## src/rtl/jt12_pkg.sv

```systemverilog
// Shared types and register map for the JT12 write sequencer.
package jt12_pkg;

  typedef enum logic [2:0] {
    ST_IDLE   = 3'd0,
    ST_ADDR   = 3'd1,
    ST_GAP    = 3'd2,
    ST_DATA   = 3'd3,
    ST_SETTLE = 3'd4,
    ST_WAIT   = 3'd5
  } wr_state_t;

  localparam int CMD_W = 17;

  typedef struct packed {
    logic       port;
    logic [7:0] regn;
    logic [7:0] data;
  } cmd_t;

  // Global (port 0 only) register block
  localparam logic [7:0] REG_LFO        = 8'h22;
  localparam logic [7:0] REG_TIMER_A_HI = 8'h24;
  localparam logic [7:0] REG_TIMER_A_LO = 8'h25;
  localparam logic [7:0] REG_TIMER_B    = 8'h26;
  localparam logic [7:0] REG_TIMER_CTL  = 8'h27;
  localparam logic [7:0] REG_KEY_ON     = 8'h28;
  localparam logic [7:0] REG_DAC_DATA   = 8'h2A;
  localparam logic [7:0] REG_DAC_EN     = 8'h2B;
  localparam logic [7:0] REG_GLOBAL_LO  = 8'h22;
  localparam logic [7:0] REG_GLOBAL_HI  = 8'h2F;

  // Per-channel block
  localparam logic [7:0] REG_FNUM_LO    = 8'hA0;
  localparam logic [7:0] REG_FNUM_HI    = 8'hA4;
  localparam logic [7:0] REG_FB_ALG     = 8'hB0;
  localparam logic [7:0] REG_PAN_AMS    = 8'hB4;
  localparam logic [7:0] REG_CH_LO      = 8'hA0;
  localparam logic [7:0] REG_CH_HI      = 8'hB6;

  function automatic logic is_global_reg(input logic [7:0] r);
    return (r >= REG_GLOBAL_LO) && (r <= REG_GLOBAL_HI);
  endfunction

  function automatic logic is_chan_reg(input logic [7:0] r);
    return (r >= REG_CH_LO) && (r <= REG_CH_HI);
  endfunction

  function automatic logic is_named_reg(input logic [7:0] r);
    return (r == REG_LFO) || (r == REG_TIMER_A_HI) || (r == REG_TIMER_A_LO) ||
           (r == REG_TIMER_B) || (r == REG_TIMER_CTL) || (r == REG_KEY_ON) ||
           (r == REG_DAC_DATA) || (r == REG_DAC_EN) || (r == REG_FNUM_LO) ||
           (r == REG_FNUM_HI) || (r == REG_FB_ALG) || (r == REG_PAN_AMS);
  endfunction

endpackage

```

## src/rtl/jt12_cmd_fifo.sv

```systemverilog
// Command FIFO: read pointer, write pointer and occupancy count; head is read combinationally.
module jt12_cmd_fifo #(
  parameter int DEPTH = 4,
  parameter int WIDTH = 17
) (
  input  logic                     clk,
  input  logic                     rst_n,
  input  logic                     push,
  input  logic [WIDTH-1:0]         din,
  input  logic                     pop,
  output logic [WIDTH-1:0]         dout,
  output logic                     full,
  output logic                     empty,
  output logic [$clog2(DEPTH):0]   level
);

  localparam int AW = $clog2(DEPTH);
  localparam logic [AW:0] FULL_CNT = (AW+1)'(DEPTH);

  logic [WIDTH-1:0] mem [DEPTH];
  logic [AW-1:0]    rd_ptr;
  logic [AW-1:0]    wr_ptr;
  logic [AW:0]      count;
  logic             do_push;
  logic             do_pop;

  assign full    = (count == FULL_CNT);
  assign empty   = (count == '0);
  assign do_pop  = pop && !empty;
  // A push at full is only taken when the same edge frees a slot.
  assign do_push = push && (!full || do_pop);
  assign dout    = mem[rd_ptr];
  assign level   = count;

  always_ff @(posedge clk) begin
    if (do_push) mem[wr_ptr] <= din;
  end

  always_ff @(posedge clk or negedge rst_n) begin
    if (!rst_n) begin
      rd_ptr <= '0;
      wr_ptr <= '0;
      count  <= '0;
    end else begin
      if (do_push) wr_ptr <= wr_ptr + 1'b1;
      if (do_pop)  rd_ptr <= rd_ptr + 1'b1;
      case ({do_push, do_pop})
        2'b10:   count <= count + 1'b1;
        2'b01:   count <= count - 1'b1;
        default: count <= count;
      endcase
    end
  end

endmodule

```

## src/rtl/jt12_wr_seq.sv

```systemverilog
// Queues register writes and plays them to the JT12 bus as address strobe, gap, data strobe, then busy wait.
module jt12_wr_seq
  import jt12_pkg::*;
#(
  parameter int FIFO_DEPTH = 4,
  parameter int GAP        = 2,
  parameter int TIMEOUT    = 255
) (
  input  logic                          clk,
  input  logic                          rst_n,
  input  logic                          cmd_valid,
  output logic                          cmd_ready,
  input  logic                          cmd_port,
  input  logic [7:0]                    cmd_reg,
  input  logic [7:0]                    cmd_data,
  output logic [7:0]                    ym_din,
  output logic [1:0]                    ym_addr,
  output logic                          ym_write,
  input  logic                          ym_busy,
  output logic                          idle,
  output logic [$clog2(FIFO_DEPTH):0]   level,
  output logic                          timeout_err
);

  localparam logic [2:0] GAP_LOAD = 3'(GAP - 1);
  localparam logic [7:0] TMO_LOAD = 8'(TIMEOUT);

  logic [1:0]       rst_sync;
  logic             rst_i_n;
  logic             fifo_full;
  logic             fifo_empty;
  logic             fifo_push;
  logic             fifo_pop;
  logic [CMD_W-1:0] fifo_dout;

  wr_state_t        state, state_d;
  cmd_t             hold, hold_d;
  logic [2:0]       gap_cnt, gap_d;
  logic [7:0]       tmo_cnt, tmo_d;
  logic             err_d;
  logic             wr_d;
  logic [1:0]       addr_d;
  logic [7:0]       din_d;

  // Assert asynchronously, release on a clean clock edge.
  always_ff @(posedge clk or negedge rst_n) begin
    if (!rst_n) rst_sync <= 2'b00;
    else        rst_sync <= {rst_sync[0], 1'b1};
  end
  assign rst_i_n = rst_sync[1];

  assign cmd_ready = !fifo_full;
  assign fifo_push = cmd_valid && cmd_ready;
  assign idle      = fifo_empty && (state == ST_IDLE);

  jt12_cmd_fifo #(
    .DEPTH (FIFO_DEPTH),
    .WIDTH (CMD_W)
  ) u_fifo (
    .clk   (clk),
    .rst_n (rst_i_n),
    .push  (fifo_push),
    .din   ({cmd_port, cmd_reg, cmd_data}),
    .pop   (fifo_pop),
    .dout  (fifo_dout),
    .full  (fifo_full),
    .empty (fifo_empty),
    .level (level)
  );

  always_ff @(posedge clk or negedge rst_i_n) begin
    if (!rst_i_n) begin
      state       <= ST_IDLE;
      hold        <= '0;
      gap_cnt     <= '0;
      tmo_cnt     <= '0;
      timeout_err <= 1'b0;
      ym_write    <= 1'b0;
      ym_addr     <= '0;
      ym_din      <= '0;
    end else begin
      state       <= state_d;
      hold        <= hold_d;
      gap_cnt     <= gap_d;
      tmo_cnt     <= tmo_d;
      timeout_err <= err_d;
      ym_write    <= wr_d;
      ym_addr     <= addr_d;
      ym_din      <= din_d;
    end
  end

  // Bus outputs are registered from the current state, so each strobe trails its state by one clock.
  always_comb begin
    state_d  = state;
    hold_d   = hold;
    gap_d    = gap_cnt;
    tmo_d    = tmo_cnt;
    err_d    = timeout_err;
    fifo_pop = 1'b0;
    wr_d     = 1'b0;
    addr_d   = ym_addr;
    din_d    = ym_din;

    case (state)
      ST_IDLE: begin
        if (!fifo_empty) begin
          fifo_pop = 1'b1;
          hold_d   = cmd_t'(fifo_dout);
          state_d  = ST_ADDR;
        end
      end
      ST_ADDR: begin
        wr_d    = 1'b1;
        addr_d  = {hold.port, 1'b0};
        din_d   = hold.regn;
        gap_d   = GAP_LOAD;
        state_d = ST_GAP;
      end
      ST_GAP: begin
        if (gap_cnt == 3'd0) state_d = ST_DATA;
        else                 gap_d   = gap_cnt - 1'b1;
      end
      ST_DATA: begin
        wr_d    = 1'b1;
        addr_d  = {hold.port, 1'b1};
        din_d   = hold.data;
        state_d = ST_SETTLE;
      end
      ST_SETTLE: begin
        tmo_d   = TMO_LOAD;
        state_d = ST_WAIT;
      end
      ST_WAIT: begin
        // Terminal count is the edge on which the counter would reach zero.
        if (!ym_busy) begin
          state_d = ST_IDLE;
        end else if (tmo_cnt <= 8'd1) begin
          tmo_d   = 8'd0;
          err_d   = 1'b1;
          state_d = ST_IDLE;
        end else begin
          tmo_d   = tmo_cnt - 1'b1;
        end
      end
      default: state_d = ST_IDLE;
    endcase
  end

endmodule

```

## config.mk

```make
export PLATFORM = sky130hd
export DESIGN_NAME = jt12_wr_seq
export DESIGN_NICKNAME = d
export VERILOG_FILES = /design/src/rtl/jt12_pkg.sv /design/src/rtl/jt12_cmd_fifo.sv /design/src/rtl/jt12_wr_seq.sv
export SDC_FILE = /design/constraint.sdc
export NUM_CORES = 1
export LEC_CHECK = 0
export CAP_MARGIN = 20
export CORE_UTILIZATION = 50
export DETAILED_ROUTE_END_ITERATION = 16
export DONT_BUFFER_PORTS = 1
export HOLD_SLACK_MARGIN = 0.15
export PLACE_DENSITY = 0.68
export SETUP_SLACK_MARGIN = 0.15
export SYNTH_ARGS = -nofsm -noshare
export SYNTH_HDL_FRONTEND = slang
export SYNTH_SLANG_ARGS = --single-unit
```

## constraint.sdc

```tcl
create_clock -name clk -period 1.8 [get_ports clk]
set_clock_uncertainty 0.05 [all_clocks]
set_input_delay 0.18 -clock clk [delete_from_list [all_inputs] [get_ports clk]]
set_output_delay 0.18 -clock clk [all_outputs]
set_load 0.03 [all_outputs]
```

-- After elaboration in Yosys (flattened, before gate mapping)
Memories as Yosys holds them, arrays and structs flattened. A register that Yosys moved wholly into a read port is not among the register bits.
Index checks and enable logic that the tools add are counted.
- $add $sub $neg: 6
- magnitude comparators: 1
- equal/unequal tests: 13
- muxes and demuxes: 18
- bitwise logic cells: 1
- reduce and logical (&&, ||, !) cells: 21
- operators by type and width (kind ; count):
    $pmux 8 s2 ; 2
    $pmux 3 s6 ; 1
    $mux 8 ; 2
    $mux 3 ; 5
    $pmux 3 s2 ; 2
    $eq 3x3->1 const B ; 3
    $logic_not 3->1 ; 3
    $le 8x1->1 const B ; 1
    $ne 2x2->1 const B ; 4
    $reduce_bool 2->1 ; 4
    $sub 8x1->8 const B ; 1
    $eq 3x2->1 const B ; 2
    $reduce_and 2->1 ; 3
    $reduce_and 3->1 ; 2
    $sub 3x1->3 const B ; 2
    $mux 1 ; 5
    $add 2x1->2 const B ; 2
    $logic_and 1x1->1 ; 4
    $pmux 2 s2 ; 1
    $add 3x1->3 const B ; 1
    $eq 3x1->1 const B ; 1
    $logic_not 1->1 ; 3
    $ne 3x3->1 const B ; 1
    $eq 2x1->1 const B ; 1
    other kinds (4) ; 4
- flip-flop bits (word level): 35
- RAM bits: 68
- input bits: 21
- memories kept: 1
- memory list (name ; words ; bits a word ; rd ports ; clocked after Yosys merged registers in ; wr ports ; RTL line ; RTL):
    u_fifo.mem ; 4 ; 17 ; 1 ; 1 ; 1 ; jt12_cmd_fifo.sv:20 ; logic [WIDTH-1:0] mem [DEPTH];

-- Longest topological paths before layout
Gate-level depths: netlist of run 1.
- depth after elaboration: 8
- gate-level depth with buffers: 10

-- By module
Synthesis of run 1 repeated with hierarchy kept, for this count alone.
- cell total of the unflattened synthesis: 320
- area total of the unflattened synthesis: 5013.6 µm²
- modules (own cells, without submodules) (module ; times used ; cells each ; area each (µm²) ; seq. area each (µm²)):
    jt12_cmd_fifo ; 1 ; 143 ; 2974.1 ; 2217.1
    jt12_wr_seq ; 1 ; 177 ; 2039.5 ; 1126.1

-- Worst setup path before layout of run 1
OpenSTA, ideal clock, no wires.
- kind: flip-flop to flip-flop
- from: register u_fifo.count[0], in the netlist u_fifo.level[0]
- to: register u_fifo.count[2], in the netlist u_fifo.level[2]
- setup time: 80 ps
- arrival: 2303 ps
- required time: 1670 ps
- path slack: -634 ps
- cell stages (with the launch flop): 11
- clock period less this slack: 2434 ps
- cells stage by stage: dfrtp_1 > inv_1 > nand3_1 > and2_1 > inv_1 > ha_1 > inv_1 > fa_1 > xor2_1 > nor2_1 > xor2_1
- elaborated cells on any way between the ends: 16
- classes of those cells: 2 x add/sub; 3 x eq/ne; 3 x mux; 8 x reduce/logical
- RTL lines (item ; RTL line ; RTL):
    from (decl) ; jt12_cmd_fifo.sv:23 ; logic [AW:0] count;
    from (signal assigned) ; jt12_cmd_fifo.sv:48 ; 2'b10: count <= count + 1'b1;
    from (signal assigned) ; jt12_cmd_fifo.sv:49 ; 2'b01: count <= count - 1'b1;
    from (signal assigned) ; jt12_cmd_fifo.sv:50 ; default: count <= count;
    $eq 3x3->1 (*) ; jt12_cmd_fifo.sv:27 ; assign full = (count == FULL_CNT);
    $logic_not 1->1 (*) ; jt12_wr_seq.sv:52 ; assign cmd_ready = !fifo_full;
    net cmd_ready ; jt12_wr_seq.sv:12 ; output logic cmd_ready,
    $logic_and 1x1->1 / $logic_or 1x1->1 (equally long branches) ; jt12_wr_seq.sv:53, jt12_cmd_fifo.sv:31 ;
    $logic_and 1x1->1 (*) ; jt12_cmd_fifo.sv:31 ; assign do_push = push && (!full || do_pop);
    $eq 2x1->1 / $eq 2x2->1 (equally long branches) ; jt12_cmd_fifo.sv:47 ; case ({do_push, do_pop})
    $pmux 3 s2 / $reduce_bool 2->1 (equally long branches) ; -- ;
The timed path passes the listed nets; every way through them passes the cells marked *.
A chain may end at the register's enable or synchronous reset.

-- Worst setup path after layout of run 1
- from: register u_fifo.count[2], in the netlist u_fifo.level[2]
- to: output idle
- word-level cells in the longest chain between the ends: 2
- RTL lines (item ; RTL line ; RTL):
    $logic_not 3->1 ; jt12_cmd_fifo.sv:28 ; assign empty = (count == '0);
    $logic_and 1x1->1 ; jt12_wr_seq.sv:54 ; assign idle = fifo_empty && (state == ST_IDLE);
    to (decl) ; jt12_wr_seq.sv:20 ; output logic idle,
Every way passes these cells.

==> results of run 1 <==
final cells by class:
class | count | area share (%)
multi-input cells | 153 | 25.0
flip-flops and latches | 120 | 50.7
clock buffers | 18 | 6.33
well taps | 129 | 2.44
repair buffers | 82 | 12.1
clock inverters | 14 | 2.52
inverters | 15 | 0.890
flip-flops by register name, indices dropped and copies added, names as in the netlist:
register       cells
u_fifo.mem        68
hold              17
ym_write           1
u_fifo.level       3
ym_addr            2
gap_cnt            3
timeout_err        1
rst_sync           2
state              3
u_fifo.rd_ptr      2
u_fifo.wr_ptr      2
tmo_cnt            8
ym_din             8
metrics by stage:
step / setup WS (ps) / instances
after floorplan: -279 / 301
after global placement: -65.7 / 451
after detailed placement: -129 / 451
after CTS: -236 / 513
after global routing: -295 / 531
final: -219 / 531
routing by layer:
| metal | vias up | track usage (%) |
|---|---|---|
| li1 | 1314 | - |
| met1 | 1480 | 24.5 |
| met2 | 73 | 35.6 |
| met3 | 17 | 6.83 |
| met4 | 0 | 7.36 |
| met5 | - | 0 |
Yosys cell counts, types with 4 or more instances:
cell      count
o21ai_0      14
mux4_2       16
nor3_1        5
dfrtp_1      52
buf_6         5
inv_1        15
a21oi_1       9
and3_1        5
edfxtp_1     68
xnor2_1       4
mux2i_1       9
nor2_1        5
ha_1          9
buf_2         5
mux2_2       18
nand2_1      18
final timing paths:
path                                       from                to  slack, ps  cells after the start
worst max register to register  u_fifo.level[0]   u_fifo.level[2]       -210                      9
worst min register to register      rst_sync[1]  u_fifo.wr_ptr[1]        250                      0
worst min-delay path                rst_sync[1]  u_fifo.wr_ptr[1]        250                      0
max in group asynchronous           rst_sync[1]         ym_din[1]        840                      1
min in group clk                    rst_sync[0]       rst_sync[1]        300                      0
worst max-delay path            u_fifo.level[2]              idle       -220                      4
cell usage in the layout (no fill, tap or decap), types with 4 or more instances in the layout:
cell type and count:
clkbuf_16 17, buf_4 44, o21ai_0 10, buf_12 6
mux4_2 16, inv_2 6, edfxtp_1 68, dfrtp_2 6
dlygate4sd3_1 21, buf_6 10, dfrtp_1 46, inv_1 8
and3_2 4, a21oi_1 7, clkinvlp_4 5, mux2_4 6
nand2_1 18, mux2_2 12, ha_1 6, mux2i_1 9
xnor2_1 4
worst max-delay path, cell delays in order, from the launching register on:
cell	delay [ps]
dfrtp_2	400
or3_4	410
buf_6	140
nor4_4	150
buf_6	170
power groups by stage:
stage	logic (µW)	clock network [µW]	registers [µW]
after floorplan	2480	0	4400
after global placement	3310	0	4450
after detailed placement	3370	0	4500
after CTS	3830	3370	4440
after global routing	4680	3500	4530
final	4350	3310	4430
cells by family (layout without fill, tap and decap cells):
logic type / after synthesis / after routing / synth area share [%]
flops: 120 / 120 / 67.5
fa+ha+maj: 10 / 10 / 2.68
simple gates: 48 / 48 / 5.74
compound gates: 43 / 43 / 5.94
buf+inv: 28 / 129 / 3.08
xor+xnor: 7 / 7 / 1.24
other cells: 1 / 1 / 0.0757
mux: 44 / 44 / 13.7
timing repair:
| action | CTS | global route |
|---|---|---|
| endpoints found under the hold margin | 153 | 0 |
| hold buffers | 21 | 0 |
| buffers inserted | 9 | 15 |
| endpoints found under the setup margin | 32 | 34 |
| gates resized for setup | 30 | 32 |
| gates cloned | 0 | 3 |
| pin swaps | 13 | 11 |
==> results.tsv, run 1 <==
stage	metric	value	unit
detailed_routing	first-pass iteration count of the detailed router	4	
worst_setup_path	CP endpoint kind	primary output	
cells_and_area	Ant. Diodes	0	
sta	max_slew headroom	56.1	%
detailed_routing	antenna viol nets, final	0	
pwr	Tot Pwr	12100	µW
pwr	Comb power frac	36.0	%
cells_and_area	Post-Layout Inst Area	6610	µm²
pwr	clock share of power	27.4	%
yosys	share of the synthesized area in the top cell type	41.2	%
hold_path	HP Class	reg2async	
cells_and_area	Multi-input gate area	1650	µm²
sta	final worst slack	-219	ps
outcome	failing checks	negative setup slack	
pwr	P_sw	3980	µW
cells_and_area	proportion of layout cells with a drive suffix above 1	43.5	%
floorplanning	I/O pin total	38	
worst_setup_path	arrival time worst endpoint	1790	ps
sta	FMAX	0.495	GHz
global_routing	first-pass GRT wire length	15100	µm
detailed_routing	Vias	2884	
sta	setup TNS	-1340	ps
outcome	outcome	finished with violations	
flow_run	number of max-cap violations	0	
placed_design	DP Area	5360	µm²
worst_setup_path	worst-path fanout max	2	
pwr	Leak	0.00260	µW
sta	Final min period	2020	ps
floorplanning	Die X	102	µm
yosys	Synth async-reset ratio	43.3	%
yosys	cell taking the most area after synthesis	edfxtp_1	
pwr	register share of total power	36.7	%
floorplanning	die area	10300	µm²
placed_design	gpl congestion	0.785	
cts	clock buffer count from CTS	17	
cells_and_area	# nets final	420	
placed_design	hpwl dp	5740	µm
sta	Hold Slack	255	ps
sta	Max Slew Vio Count	0	
yosys	Mapped Avg Cell Area	16.4	µm²
worst_setup_path	Worst setup SP type	flop	
cts	H-tree Lvls	4	
pwr	Power Dens Cells	1830	nW/µm²
floorplanning	Initial Util	52.6	%
pwr	internal power	8110	µW
floorplanning	FP Rows	35	
detailed_routing	initial drt markers	95	
worst_setup_path	required time of the critical path	1570	ps
cts	clk_lat worst skew	520	ps
floorplanning	area of the core	9420	µm²
yosys	Post-synth EDFFs	68	
pwr	Sw Share	32.9	%
cts	Clock Tree Root	clkbuf_8	
detailed_routing	DRC	0	
detailed_routing	routed length on met3	397	µm
global_routing	total gr overflow	0	
cells_and_area	post-layout util	70.2	%
placed_design	port bufs	0	
sta	final hold violation count	0	
global_routing	initial antenna violation count	0	
detailed_routing	final wirelength	10100	µm
detailed_routing	WL met1	4100	µm
sta	fin crit share	112	%
sta	Worst Max-Slew Pin Slew	659	ps
yosys	sequential fraction of the synthesis area	67.5	%
yosys	synth top area cells	edfxtp_1 41%, dfrtp_1 26%, mux4_2 7.3%	
sta	unrepaired setup endpoints after global routing	yes	
global_routing	GRT Util Overall	20.7	%
yosys	Yosys cell types	47	
yosys	Post-Syn Area	4950	µm²
cts	CTS tree	yes	
detailed_routing	Met2 Routed Length	5400	µm
floorplanning	Die Y	102	µm
yosys	synth warn	0	
pwr	VDD IR max	1070	µV
yosys	Syn Inst Count	301	
cts	Max clock buf depth	2	
detailed_routing	Avg WL per Cell	19.0	µm
cells_and_area	Area Growth Syn to Fin	33.4	%
yosys	Primary FF master, synth	edfxtp_1	
cells_and_area	FILL cells	584	
global_routing	largest net degree at the start of global routing	29	
worst_setup_path	crit path kind	reg2out	
detailed_routing	DR vias/cell	5.43	
global_routing	number of global-route vias before repair	2940	
cts	Clock Pin Slew Worst Setup and Hold Paths	60	ps
cts	clk sink count	120	
yosys	Yosys reg bits	120	
cells_and_area	area occupied by registers	3350	µm²
detailed_routing	top routing layer used	met4	
yosys	syn_nets	332	
sta	Setup-failing EPs final	20	
Power figures use the tool's default switching activity.
==> run 2, diff against run 1 <==
Settings changed: CTS_CLUSTER_SIZE set to 8.
==> results of run 2 <==
Final layout, timing and power as in run 1 (identical DEF).
